[config.mk]
export PLATFORM = sky130hd
export DESIGN_NAME = lmg_drain_sequencer_flat
export DESIGN_NICKNAME = d
export VERILOG_FILES = /design/src/rtl/lmg_drain_sequencer_if.sv /design/src/rtl/lmg_drain_sequencer.sv /design/src/flat_wrapper.sv
export SDC_FILE = /design/constraint.sdc
export NUM_CORES = 1
export LEC_CHECK = 0
export ABC_CLOCK_PERIOD_IN_PS = 3000
export CAP_MARGIN = 20
export CORE_ASPECT_RATIO = 1.4
export CORE_MARGIN = 1
export CORE_UTILIZATION = 35
export DETAILED_ROUTE_END_ITERATION = 10
export PLACE_DENSITY = 0.58
export SYNTH_ARGS = -nofsm -noshare
export SYNTH_HDL_FRONTEND = slang
export SYNTH_SLANG_ARGS = --single-unit
[constraint.sdc]
create_clock -name clk -period 3 [get_ports clk]
set_input_delay 0.6 -clock clk [delete_from_list [all_inputs] [get_ports clk]]
set_output_delay 0.6 -clock clk [all_outputs]
set_load 0.005 [all_outputs]
[src/rtl/lmg_drain_sequencer_if.sv]
// lmg_drain_sequencer_if
//   Bundles the two buses that lmg_drain_sequencer drives while a run is active:
//   the LMG control/FIFO read side and the One_Mib_RAM write port.
//   master : the sequencer (drives lmg_reset, lmg_rden, ram_*).
//   slave  : the LMG + RAM side (drives lmg_done, lmg_fifo_out, lmg_fifo_empty).
//   Signals:
//     lmg_reset      one-cycle reset pulse to the LMG
//     lmg_done       LMG finished generating
//     lmg_rden       FIFO read request, data valid the following cycle
//     lmg_fifo_out   packed FIFO word, slot k at [SLOT_W*k +: SLOT_W]
//     lmg_fifo_empty FIFO empty
//     ram_wren       RAM write enable
//     ram_wraddr     RAM write address
//     ram_data       RAM write data
interface lmg_drain_sequencer_if #(
  parameter int DATA_WIDTH = 32,
  parameter int ADDR_WIDTH = 15,
  parameter int SLOTS      = 8,
  parameter int SLOT_W     = 19
);
  logic                       lmg_reset;
  logic                       lmg_done;
  logic                       lmg_rden;
  logic [SLOTS*SLOT_W-1:0]    lmg_fifo_out;
  logic                       lmg_fifo_empty;
  logic                       ram_wren;
  logic [ADDR_WIDTH-1:0]      ram_wraddr;
  logic [DATA_WIDTH-1:0]      ram_data;

  modport master (
    output lmg_reset, lmg_rden, ram_wren, ram_wraddr, ram_data,
    input  lmg_done, lmg_fifo_out, lmg_fifo_empty
  );

  modport slave (
    input  lmg_reset, lmg_rden, ram_wren, ram_wraddr, ram_data,
    output lmg_done, lmg_fifo_out, lmg_fifo_empty
  );
endinterface

[src/rtl/lmg_drain_sequencer.sv]
// lmg_drain_sequencer
//   Runs one legal-move-generator pass: pulses the LMG reset, waits for LMG
//   done, drains the packed move FIFO word by word, writes each valid 19-bit
//   slot into consecutive RAM words after base_addr, then writes a count
//   header at base_addr and a zero terminator after the last move.
//   Owns the RAM write port while busy.
//
//   Optional build macro: LMG_DRAIN_TIMEOUT_EN
//     adds the timeout output and a WAIT-state watchdog of TIMEOUT_CYC cycles
//     that ends the run with an empty list.
//
//   Ports:
//     clk         system clock
//     reset       asynchronous active-low reset
//     start       level request; rising edge begins a run, low aborts it
//     base_addr   header address, sampled on the start rising edge
//     busy        run in progress
//     done        run complete, held until start falls
//     move_count  moves stored in the current/last run
//     overflow    at least one valid move was discarded
//     timeout     watchdog expired (LMG_DRAIN_TIMEOUT_EN only)
//     bus         LMG + RAM write bus (master side)
module lmg_drain_sequencer #(
  parameter int DATA_WIDTH  = 32,
  parameter int ADDR_WIDTH  = 15,
  parameter int SLOTS       = 8,
  parameter int SLOT_W      = 19,
  parameter int CNT_WIDTH   = 8,
  parameter int MAX_MOVES   = 255,
  parameter int TIMEOUT_CYC = 4096
) (
  input  logic                  clk,
  input  logic                  reset,
  input  logic                  start,
  input  logic [ADDR_WIDTH-1:0] base_addr,
  output logic                  busy,
  output logic                  done,
  output logic [CNT_WIDTH-1:0]  move_count,
  output logic                  overflow,
`ifdef LMG_DRAIN_TIMEOUT_EN
  output logic                  timeout,
`endif
  lmg_drain_sequencer_if.master bus
);

  localparam int IDX_W = (SLOTS > 1) ? $clog2(SLOTS) : 1;
  localparam int WORD_W = SLOTS * SLOT_W;

  if (MAX_MOVES > (2 ** CNT_WIDTH) - 1) begin : g_bad_max_moves
    $error("MAX_MOVES does not fit in CNT_WIDTH");
  end
  if (TIMEOUT_CYC < 1) begin : g_bad_timeout
    $error("TIMEOUT_CYC must be at least 1");
  end

  typedef enum logic [3:0] {
    IDLE,
    LRST,
    WAIT,
    RDREQ,
    RDWAIT,
    UNPACK,
    WR_CNT,
    WR_TERM,
    DONE
  } state_t;

  state_t                 state_q, state_d;
  logic                   start_q;
  logic [ADDR_WIDTH-1:0]  base_q, base_d;
  logic [CNT_WIDTH-1:0]   cnt_q, cnt_d;
  logic                   ovf_q, ovf_d;
  logic [WORD_W-1:0]      word_q, word_d;
  logic [IDX_W-1:0]       idx_q, idx_d;
  logic                   wren_q, wren_d;
  logic [ADDR_WIDTH-1:0]  waddr_q, waddr_d;
  logic [DATA_WIDTH-1:0]  wdata_q, wdata_d;

`ifdef LMG_DRAIN_TIMEOUT_EN
  localparam int WD_W = $clog2(TIMEOUT_CYC + 1);
  logic [WD_W-1:0] wd_q, wd_d;
  logic            tmo_q, tmo_d;
`endif

  logic              start_rise;
  logic              abort;
  logic              all_invalid;
  logic [SLOT_W-1:0] slot;

  assign start_rise = start && !start_q;
  assign abort      = !start && (state_q != IDLE) && (state_q != DONE);
  assign slot       = word_q[int'(idx_q) * SLOT_W +: SLOT_W];

  // End-of-list marker: every slot carries its invalid flag.
  always_comb begin
    all_invalid = 1'b1;
    for (int unsigned k = 0; k < SLOTS; k++) begin
      all_invalid = all_invalid & bus.lmg_fifo_out[k*SLOT_W + SLOT_W - 1];
    end
  end

  always_comb begin
    state_d = state_q;
    base_d  = base_q;
    cnt_d   = cnt_q;
    ovf_d   = ovf_q;
    word_d  = word_q;
    idx_d   = idx_q;
    wren_d  = 1'b0;
    waddr_d = waddr_q;
    wdata_d = wdata_q;
`ifdef LMG_DRAIN_TIMEOUT_EN
    wd_d    = wd_q;
    tmo_d   = tmo_q;
`endif

    unique case (state_q)
      IDLE: begin
        if (start_rise) begin
          base_d  = base_addr;
          cnt_d   = '0;
          ovf_d   = 1'b0;
`ifdef LMG_DRAIN_TIMEOUT_EN
          tmo_d   = 1'b0;
`endif
          state_d = LRST;
        end
      end
      LRST: begin
`ifdef LMG_DRAIN_TIMEOUT_EN
        wd_d    = '0;
`endif
        state_d = WAIT;
      end
      WAIT: begin
        if (bus.lmg_done) begin
          state_d = RDREQ;
        end
`ifdef LMG_DRAIN_TIMEOUT_EN
        else if (wd_q == WD_W'(TIMEOUT_CYC - 1)) begin
          tmo_d   = 1'b1;
          state_d = WR_CNT;
        end else begin
          wd_d = wd_q + 1'b1;
        end
`endif
      end
      RDREQ: begin
        state_d = bus.lmg_fifo_empty ? WR_CNT : RDWAIT;
      end
      RDWAIT: begin
        word_d = bus.lmg_fifo_out;
        if (all_invalid) begin
          state_d = WR_CNT;
        end else begin
          idx_d   = '0;
          state_d = UNPACK;
        end
      end
      UNPACK: begin
        if (!slot[SLOT_W-1]) begin
          if (cnt_q != CNT_WIDTH'(MAX_MOVES)) begin
            wren_d  = 1'b1;
            waddr_d = base_q + ADDR_WIDTH'(1) + ADDR_WIDTH'(cnt_q);
            wdata_d = DATA_WIDTH'(slot[SLOT_W-2:0]);
            cnt_d   = cnt_q + 1'b1;
          end else begin
            ovf_d = 1'b1;
          end
        end
        if (idx_q == IDX_W'(SLOTS - 1)) begin
          state_d = RDREQ;
        end else begin
          idx_d = idx_q + 1'b1;
        end
      end
      WR_CNT: begin
        wren_d                       = 1'b1;
        waddr_d                      = base_q;
        wdata_d                      = '0;
        wdata_d[CNT_WIDTH-1:0]       = cnt_q;
        wdata_d[DATA_WIDTH-1]        = ovf_q;
        state_d                      = WR_TERM;
      end
      WR_TERM: begin
        wren_d  = 1'b1;
        waddr_d = base_q + ADDR_WIDTH'(cnt_q) + ADDR_WIDTH'(1);
        wdata_d = '0;
        state_d = DONE;
      end
      DONE: begin
        if (!start) begin
          state_d = IDLE;
        end
      end
      default: state_d = IDLE;
    endcase

    // Abort overrides whatever the current state decided this cycle; the
    // counters keep the values they had before the aborting cycle.
    if (abort) begin
      state_d = IDLE;
      wren_d  = 1'b0;
      cnt_d   = cnt_q;
      ovf_d   = ovf_q;
`ifdef LMG_DRAIN_TIMEOUT_EN
      tmo_d   = tmo_q;
`endif
    end
  end

  always_ff @(posedge clk or negedge reset) begin
    if (!reset) begin
      state_q <= IDLE;
      start_q <= 1'b0;
      base_q  <= '0;
      cnt_q   <= '0;
      ovf_q   <= 1'b0;
      word_q  <= '0;
      idx_q   <= '0;
      wren_q  <= 1'b0;
      waddr_q <= '0;
      wdata_q <= '0;
`ifdef LMG_DRAIN_TIMEOUT_EN
      wd_q    <= '0;
      tmo_q   <= 1'b0;
`endif
    end else begin
      state_q <= state_d;
      start_q <= start;
      base_q  <= base_d;
      cnt_q   <= cnt_d;
      ovf_q   <= ovf_d;
      word_q  <= word_d;
      idx_q   <= idx_d;
      wren_q  <= wren_d;
      waddr_q <= waddr_d;
      wdata_q <= wdata_d;
`ifdef LMG_DRAIN_TIMEOUT_EN
      wd_q    <= wd_d;
      tmo_q   <= tmo_d;
`endif
    end
  end

  assign busy       = (state_q != IDLE) && (state_q != DONE);
  assign done       = (state_q == DONE);
  assign move_count = cnt_q;
  assign overflow   = ovf_q;
`ifdef LMG_DRAIN_TIMEOUT_EN
  assign timeout    = tmo_q;
`endif

  assign bus.lmg_reset  = (state_q == LRST);
  // Gated by start so an aborting cycle never pops a FIFO word.
  assign bus.lmg_rden   = (state_q == RDREQ) && !bus.lmg_fifo_empty && start;
  assign bus.ram_wren   = wren_q;
  assign bus.ram_wraddr = waddr_q;
  assign bus.ram_data   = wdata_q;

endmodule

[src/flat_wrapper.sv]
// flat-port wrapper written by rule: the top's interface ports become plain ports
module lmg_drain_sequencer_flat 
#(
  parameter int DATA_WIDTH  = 32,
  parameter int ADDR_WIDTH  = 15,
  parameter int SLOTS       = 8,
  parameter int SLOT_W      = 19,
  parameter int CNT_WIDTH   = 8,
  parameter int MAX_MOVES   = 255,
  parameter int TIMEOUT_CYC = 4096
)
  (clk, reset, start, base_addr, busy, done, move_count, overflow, bus_lmg_reset, bus_lmg_rden, bus_ram_wren, bus_ram_wraddr, bus_ram_data, bus_lmg_done, bus_lmg_fifo_out, bus_lmg_fifo_empty);
  lmg_drain_sequencer_if #(.DATA_WIDTH(DATA_WIDTH), .ADDR_WIDTH(ADDR_WIDTH), .SLOTS(SLOTS), .SLOT_W(SLOT_W)) bus_i ();
  input  logic clk;
  input  logic reset;
  input  logic start;
  input  logic [ADDR_WIDTH-1:0] base_addr;
  output logic busy;
  output logic done;
  output logic [CNT_WIDTH-1:0] move_count;
  output logic overflow;
  output wire logic [$bits(bus_i.lmg_reset)-1:0] bus_lmg_reset;
  output wire logic [$bits(bus_i.lmg_rden)-1:0] bus_lmg_rden;
  output wire logic [$bits(bus_i.ram_wren)-1:0] bus_ram_wren;
  output wire logic [$bits(bus_i.ram_wraddr)-1:0] bus_ram_wraddr;
  output wire logic [$bits(bus_i.ram_data)-1:0] bus_ram_data;
  input wire logic [$bits(bus_i.lmg_done)-1:0] bus_lmg_done;
  input wire logic [$bits(bus_i.lmg_fifo_out)-1:0] bus_lmg_fifo_out;
  input wire logic [$bits(bus_i.lmg_fifo_empty)-1:0] bus_lmg_fifo_empty;
  assign bus_lmg_reset = bus_i.lmg_reset;
  assign bus_lmg_rden = bus_i.lmg_rden;
  assign bus_ram_wren = bus_i.ram_wren;
  assign bus_ram_wraddr = bus_i.ram_wraddr;
  assign bus_ram_data = bus_i.ram_data;
  assign bus_i.lmg_done = bus_lmg_done;
  assign bus_i.lmg_fifo_out = bus_lmg_fifo_out;
  assign bus_i.lmg_fifo_empty = bus_lmg_fifo_empty;
  lmg_drain_sequencer #(.DATA_WIDTH(DATA_WIDTH), .ADDR_WIDTH(ADDR_WIDTH), .SLOTS(SLOTS), .SLOT_W(SLOT_W), .CNT_WIDTH(CNT_WIDTH), .MAX_MOVES(MAX_MOVES), .TIMEOUT_CYC(TIMEOUT_CYC)) u_core (.clk(clk), .reset(reset), .start(start), .base_addr(base_addr), .busy(busy), .done(done), .move_count(move_count), .overflow(overflow), .bus(bus_i));
endmodule
# == Yosys cells after proc, flatten, opt, wreduce, memory -nomap -nowiden ==
# Cells that the tools add are included.
# word_totals
ram_bits,0
out_inout_bits,61
memories,0
word_cells,97
ff_bits,232
rom_bits,0
input_bits,172
latchBits,0
# classes
shift,1
reduce_logical,21
order_cmp,0
bitwise_logic,8
eq_ne,21
mux,29
add_sub_neg,6
multipliers,1
div,0
# ops
op,count
variable part select 152 x 32 -> 19 bit,1
one-hot mux 32 bit (3 select lines),1
2-to-1 mux 32 bit,2
one-hot mux 15 bit (3 select lines),1
one-hot mux 4 bit (9 select lines),1
adder 15 x 1 -> 15 bit (second input constant),2
adder 15 x 8 -> 15 bit,2
2-to-1 mux 15 bit,2
2-to-1 mux 8 bit,3
2-to-1 mux 4 bit,5
== test 4 x 3 -> 1 bit (second input constant),4
one-hot mux 8 bit (2 select lines),1
AND reduction 5 bit,2
adder 8 x 1 -> 8 bit (second input constant),1
== test 4 x 2 -> 1 bit (second input constant),2
multiplier 3 x 5 -> 8 bit (second input constant),1
inequality test 2 bit (second input constant),4
inequality test 8 bit (second input constant),1
AND 1 bit,7
logical AND 1 bit,6
2-to-1 mux 1 bit,6
2-to-1 mux 3 bit,2
inequality test 3 x 1 -> 1 bit (second input constant),2
inequality test 3 x 2 -> 1 bit (second input constant),2
other kinds (19),26

# == Depth between registers and ports, before layout ==
# Gate-level depths: netlist of the first run.
# logic_depth
depth_word,10
mapped_depth,10
mapped_depth_nobuf,9

# == Worst setup path after synthesis of the first run ==
# No wires, ideal clock.
# synth_timing
path_kind,register to register
from,register u_core.idx_q[0]
to,"register u_core.waddr_q[13], in the netlist u_core.bus.ram_wraddr[13]"
stages_incl_launch_ff,10
required_ps,2870
synth_period_minus_slack_ps,2138
setup_ps,130
arrival_time_ps,2008
n_path_buf,4
setup_slack_ps,862
cell_sequence,dfrtp_1 -> clkbuf_1 -> mux4_2 -> mux2i_1 -> and2_1 -> buf_4 -> a21o_1 -> buf_4 -> buf_2 -> a31oi_1
# synth_via
elab_chain_cells,4
# synth_rtl
item,line_no,source
start: declaration,lmg_drain_sequencer.sv:74,"logic [IDX_W-1:0] idx_q, idx_d;"
start signal: assignment,lmg_drain_sequencer.sv:235,idx_q <= idx_d;
multiplier 3 x 5 -> 8 bit,lmg_drain_sequencer.sv:92,assign slot = word_q[int'(idx_q) * SLOT_W +: SLOT_W];
variable part select 152 x 32 -> 19 bit,lmg_drain_sequencer.sv:92,
inequality test 2 bit (no source line),--,
AND reduction 3 bit (no source line),--,
end signal: assignment,lmg_drain_sequencer.sv:237,waddr_q <= waddr_d;
end: declaration,lmg_drain_sequencer.sv:76,"logic [ADDR_WIDTH-1:0] waddr_q, waddr_d;"
# Every way passes these cells.
# A chain may end at the register's enable or synchronous reset.

# == Worst setup path after layout of the first run ==
# layout_timing
from,register u_core.state_q[1]
to,output port done
# layout_via
elab_chain_cells,1
# layout_rtl
item,line_no,source
start: declaration,lmg_drain_sequencer.sv:68,"state_t state_q, state_d;"
start signal: assignment,lmg_drain_sequencer.sv:229,state_q <= state_d;
== test 4 bit,lmg_drain_sequencer.sv:247,assign done = (state_q == DONE);
end: declaration,flat_wrapper.sv:19,output logic done;
# Every way passes these cells.

==> summary.txt, run 1 <==
Status
  – Status: finished, final reports clean

Setup path
  – CP arrival: 2.14 ns
  – Crit path launch: u_core.state_q[1]$_DFFE_PN0P_
  – Reg2Reg Setup Slack: 0.56 ns
  – CP Class: reg -> out
  – CP required: 2.40 ns
  – Startpoint types: flip-flop
  – Worst R2R End: u_core.bus.ram_wraddr[14]$_DFFE_PN0P_
  – Worst reg2reg path startpoint: u_core.move_count[0]$_DFFE_PN0P_
  – Reg2reg path depth: 9
  – CP endpoint kind: output port
  – Worst setup endpoint: done
  – CP Max Fanout: 13

Routing
  – Drt pass-1 iters: 6
  – Initial DRC count: 189
  – WL/cell: 18.6 um
  – Final WL: 25.8 mm
  – Final ANT Viol Nets: 0
  – Drt drc: 0
  – DR vias/cell: 4.99
  – Vias: 6935

GRT
  – Gr usage total: 17.6%
  – First-pass GRT wire length: 41.1 mm
  – Final global-route overflow total: 0
  – Initial antenna violation count: 3
  – Pin count of the biggest net entering global routing: 83
  – Vias in the first global route: 7229

Die
  – Core Region: 28600 um^2
  – Initial core utilization: 35.8%
  – Row cnt: 73
  – Die height: 204 um
  – Chip width: 147 um
  – I/O pin total: 233
  – Die area: 30000 um^2

Power and ir drop
  – Tot Pwr: 0.0123 W
  – Lkg Pwr: 5.73 nW
  – Power per standard cell area: 892 nW/um^2
  – Max VDD drop: 573 uV

Placed design
  – # port buffers: 219
  – Placed insts: 1341
  – Dpl hpwl: 18.6 mm
  – Final GP Congestion: 0.763

Synth
  – Post-synth EDFFs: 0
  – Synthesized area per cell: 13.3 um^2
  – Asr flop ratio synth: 100%
  – Mapped Cells: 771
  – Most used flip-flop cell after synthesis: dfrtp_1
  – Largest area contributor in the netlist: dfrtp_1
  – Unique masters post-synth: 47
  – Cell area after synthesis: 10200 um^2
  – Top cells by area, synth: dfrtp_1, mux2_2, mux4_2
  – Yosys Warn Count: 0
  – Top cells by count, synth: dfrtp_1, mux2_2, nand2_1, mux4_2, nor2_1
  – #FFs+latches synth: 219
  – Count leader, synth: dfrtp_1
  – Seq/Total Area, Yosys: 53.5%
  – Yosys top cell area share: 53.5%

CTS
  – Clock tree root buffer cell: clkbuf_16
  – Clk Latency, worst-skew pair: 0.52 ns
  – Num CTS Buffers: 25
  – Post-CTS setup buffer count: 0
  – Clk slew on worst S/H paths: 0.06 ns
  – CTS H-tree depth: 1
  – Hold buffers post-CTS: 0
  – CTS tree: done
  – Clock tree sinks: 219
  – Post-cts gate resize count: 0
  – Max clock buf depth: 3

STA
  – Final Max Slew Viols: 0
  – RSZ-0062 raised after global routing: false
  – Rel. slew slack: 52.1%
  – Final Skew: 0.0208 ns
  – Fmax: 365 MHz
  – Worst-Margin Slew: 0.718 ns
  – Final Setup Violations: 0
  – TNS Setup: 0 ns
  – Final period utilization: 91.3%
  – Minimum clock period: 2.74 ns
  – Final Hold Viols: 0

Layout
  – Final nets: 1178
  – Layout cells sized above 1: 27.0%
  – # fillers: 2560
  – Area grow syn2layout: 34.1%
  – Non-Filler Instances: 1389

Flow run
  – Max-Cap Viols: 0

Worst hold path
  – Hold Crit Class: in -> async
## area by class of cell
cell class                      count  area, um^2  share of cell area [%]
Sequential cell                   219        5480                    39.9
Multi-Input combinational cell    496        4490                    32.7
Antenna cell                        2        5.00                  0.0364
Clock inverter                      7        90.1                   0.655
Clock buffer                       38         724                    5.27
Tap cell                          375         469                    3.41
Inverter                            9        33.8                   0.246
Timing Repair Buffer              243        2450                    17.8
## where the power goes
group / switching [W] / internal (W)
Combinational: 0.00164 / 0.00261
Sequential: 0.000718 / 0.00425
Clock: 0.00122 / 0.00183
## worst max-delay path, cell delays in order, from the launching register on
cell	delay [ns]
dfrtp_1	0.51
nor3_1	0.36
and2_1	0.21
clkdlybuf4s50_1	0.54
## through the flow
stage	util, %	setup slack (ns)	hold WS [ns]	area, um^2
2_1_floorplan	-	0.862	0.304	10300
3_3_place_gp	45.1	0.361	0.460	12900
3_5_place_dp	45.1	0.349	0.465	12900
4_1_cts	48.0	0.171	0.102	13700
5_1_grt	48.1	0.0568	0.0637	13700
6_report	48.1	0.262	0.0191	13700
## cells in the final DEF, fill, tap and decap left out, drive strengths merged, types with 3 or more instances in the layout
| master | Yosys | final |
|---|---|---|
| dfrtp | 219 | 219 |
| clkdlybuf4s50 | 0 | 218 |
| mux2 | 167 | 167 |
| nand2 | 47 | 47 |
| mux4 | 38 | 38 |
| clkbuf | 27 | 38 |
| nor2 | 35 | 35 |
| o21ai | 33 | 33 |
| a21oi | 28 | 28 |
| buf | 32 | 25 |
| mux2i | 18 | 18 |
| conb | 1 | 13 |
| ha | 11 | 11 |
| o31ai | 10 | 10 |
| inv | 9 | 9 |
| a31oi | 9 | 9 |
| a21o | 8 | 8 |
| a211oi | 7 | 7 |
| nor3 | 7 | 7 |
| nor2b | 6 | 6 |
| xor2 | 6 | 6 |
| or3 | 6 | 6 |
| nand4 | 5 | 5 |
| nand3 | 5 | 5 |
| and2 | 4 | 4 |
| nor3b | 4 | 4 |
| xnor2 | 4 | 4 |
| nand2b | 3 | 3 |
| and3 | 3 | 3 |
| clkinv | 0 | 3 |
## registers in the layout (all words and copies together), names as in the netlist
signal,cells
u_core.base_q,15
u_core.overflow,1
u_core.bus.ram_data,19
u_core.state_q,4
u_core.word_q,152
u_core.bus.ram_wraddr,15
u_core.move_count,8
u_core.idx_q,3
u_core.start_q,1
u_core.bus.ram_wren,1
## worst min-delay path by stage
stage          slack, ns                                from  cells past startpoint                                 end
6_report            0.02                               reset                      1      u_core.word_q[112]$_DFFE_PN0P_
5_1_grt             0.06                               reset                      1      u_core.word_q[112]$_DFFE_PN0P_
4_1_cts             0.10                               reset                      1      u_core.word_q[112]$_DFFE_PN0P_
3_5_place_dp        0.46  u_core.bus.ram_data[5]$_DFFE_PN0P_                      1  u_core.bus.ram_data[5]$_DFFE_PN0P_
3_3_place_gp        0.46  u_core.bus.ram_data[9]$_DFFE_PN0P_                      2  u_core.bus.ram_data[9]$_DFFE_PN0P_
2_1_floorplan       0.30                               reset                      0        u_core.base_q[0]$_DFFE_PN0P_
## layer usage
metal,GRT usage [%],share of wire (%)
met5,0,0
met4,4.58,1.4
met3,4.24,6.2
met2,31.6,53
met1,20.9,40
## logic make-up (layout without fill, tap and decap cells)
| logic type | after synthesis | in the layout | share of synthesized area, % |
|---|---|---|---|
| fa+ha+maj | 12 | 12 | 1.54 |
| flops | 219 | 219 | 53.5 |
| compound gates | 107 | 107 | 6.37 |
| simple gates | 131 | 131 | 5.98 |
| buf+inv | 68 | 297 | 3.28 |
| mux | 223 | 223 | 28.5 |
| other cells | 1 | 15 | 0.0366 |
| xor+xnor | 10 | 10 | 0.855 |
No activity file was read; power rests on OpenSTA's default activity.
==> inputs of run 2 (changes only) <==
Settings changed: SLEW_MARGIN set to 30.
==> run 2 against run 1 <==
Largest cell class unchanged. Critical path type unchanged. Global-route usage about the same. Clock-buffer cell count down 4. Largest power group unchanged. Sequential power about the same.
==> summary.txt, run 2 (synthesized netlist as in run 1, its figures left out) <==
CTS
  – Num CTS Buffers: 25
  – CTS tree: done
  – CTS H-tree depth: 1
  – Clock tree sinks: 219
  – Max clock buf depth: 3
  – Hold buffers post-CTS: 0
  – Clk Latency, worst-skew pair: 0.53 ns
  – Post-cts gate resize count: 0
  – Clk slew on worst S/H paths: 0.06 ns
  – Post-CTS setup buffer count: 0
  – Clock tree root buffer cell: clkbuf_16

Die
  – Die area: 30000 um^2
  – Row cnt: 73
  – Chip width: 147 um
  – Initial core utilization: 35.8%
  – Die height: 204 um
  – Core Region: 28600 um^2
  – I/O pin total: 233

Setup path
  – Reg2reg path depth: 9
  – Crit path largest cell delay: 0.56 ns
  – CP max stage cell: dfrtp_1
  – CP required: 2.40 ns
  – CP Max Fanout: 13
  – Buf/Inv on CP: 1
  – CP Class: reg -> out
  – CP arrival: 2.15 ns
  – Crit-path cells: nand2_1 -> nor4_1 -> clkdlybuf4s50_1
  – Stages on worst setup path: 3
  – CP top delay family: flip-flops
  – CP endpoint kind: output port
  – Startpoint types: flip-flop

Layout
  – Fin util: 48.1%
  – Final nets: 1178
  – Area grow syn2layout: 34.1%
  – Commonest cells after routing, fill and taps aside: clkdlybuf4s50_1, dfrtp_1, mux2_2, nand2_1, mux4_2
  – Largest register by flop count: u_core.word_q
  – Layout cells sized above 1: 27.1%
  – # fillers: 2569
  – Max reg flops: 152
  – Commonest non-fill, non-tap cell in the layout: clkdlybuf4s50_1

Power and ir drop
  – Sw Pwr: 0.00358 W
  – Max VDD drop: 457 uV
  – Power per standard cell area: 896 nW/um^2
  – Clock Power Share: 25.2%
  – Internal: 0.00874 W
  – Lkg Pwr: 5.74 nW
  – Flop pwr share: 40.3%
  – Combinational power share: 34.5%
  – Switch share: 29.1%

STA
  – TNS Setup: 0 ns
  – Fmax: 363 MHz
  – RSZ-0062 raised after global routing: false
  – Rel. slew slack: 53.8%
  – Final Hold Viols: 0
  – Minimum clock period: 2.75 ns
  – Worst Setup Slack, final: 0.246 ns
  – Final Max Slew Viols: 0
  – Final period utilization: 91.8%
  – Final Skew: 0.0147 ns
  – Final Setup Violations: 0
  – Hold Worst Slack: 0.0247 ns
  – Worst-Margin Slew: 0.693 ns

Routing
  – WL/cell: 18.7 um
  – Final WL: 25.9 mm
  – Drt drc: 0
  – Vias: 6857
  – DR vias/cell: 4.94
  – Final ANT Viol Nets: 0
  – Initial DRC count: 247
  – Drt pass-1 iters: 4

GRT
  – Vias in the first global route: 7104
  – Gr usage total: 17.7%
  – Initial antenna violation count: 2
  – Final global-route overflow total: 0
  – Pin count of the biggest net entering global routing: 83
  – First-pass GRT wire length: 40.9 mm

Placed design
  – Worst slack at placement: 0.339 ns
  – Final GP Congestion: 0.763
  – # port buffers: 219
  – Dpl hpwl: 18.6 mm

Status
  – Status: finished, final reports clean

Flow run
  – Max-Cap Viols: 0

Worst hold path
  – Hold Crit Class: in -> async
-- run 2: cell count changes in the layout (fill, tap and decap cells not counted), sizes merged --
cell      delta
clkinv       +2
bufinv       +1
clkbuf       -4
clkinvlp     -1
-- run 2: power groups by stage --
stage	Combinational (W)	Clock [W]	Sequential (W)
after detailed placement	0.00432	0	0.00502
final	0.00425	0.00310	0.00496
after floorplan	0.00301	0	0.00478
after global placement	0.00424	0	0.00497
after CTS	0.00433	0.00320	0.00497
after global routing	0.00466	0.00330	0.00514
-- run 2: cell type report --
class | instances | area, um^2 | share of cell area, %
inverter | 9 | 33.8 | 0.246
sequential | 219 | 5480 | 39.9
clock buffer | 34 | 699 | 5.09
timing repair buffer | 243 | 2430 | 17.7
clock inverter | 9 | 123 | 0.892
antenna | 2 | 5.00 | 0.0364
multi-input combinational | 496 | 4490 | 32.7
tap | 375 | 469 | 3.41
-- run 2: worst register-to-register path, stage by stage (launching register included) --
cell       delay [ns]
dfrtp_1          0.42
inv_1            0.08
ha_1             0.22
fa_1             0.39
nor2b_1          0.20
o2111ai_1        0.18
a21oi_1          0.39
o2111ai_1        0.21
xor2_1           0.17
a21oi_1          0.14
-- run 2: routing by layer --
metal | global-route usage, % | share of wire (%) | vias up
met5 | 0 | 0 | -
met4 | 5.36 | 1.9 | 0
met3 | 4.38 | 6.0 | 28
met2 | 31.1 | 52 | 162
met1 | 21.2 | 40 | 3439
li1 | - | - | 3228
-- run 2: metrics by stage --
step / power (W) / instance area [um^2] / cells
CTS: 0.0125 / 13700 / 1385
global placement: 0.00922 / 12900 / 1341
finish: 0.0123 / 13700 / 1387
global route: 0.0131 / 13700 / 1387
detailed placement: 0.00933 / 12900 / 1342
floorplan: 0.00779 / 10300 / 783
-- run 2: path summary, 6_finish.rpt --
check | start | slack, ns | to
worst max-delay path | u_core.state_q[1]$_DFFE_PN0P_ | 0.25 | bus_lmg_rden
worst min-delay path | reset | 0.02 | u_core.word_q[112]$_DFFE_PN0P_
worst max register to register | u_core.move_count[0]$_DFFE_PN0P_ | 0.54 | u_core.bus.ram_wraddr[14]$_DFFE_PN0P_
worst min register to register | u_core.bus.ram_data[9]$_DFFE_PN0P_ | 0.47 | u_core.bus.ram_data[9]$_DFFE_PN0P_
max in group asynchronous | reset | 2.07 | u_core.word_q[63]$_DFFE_PN0P_
min in group clk | u_core.bus.ram_data[9]$_DFFE_PN0P_ | 0.47 | u_core.bus.ram_data[9]$_DFFE_PN0P_
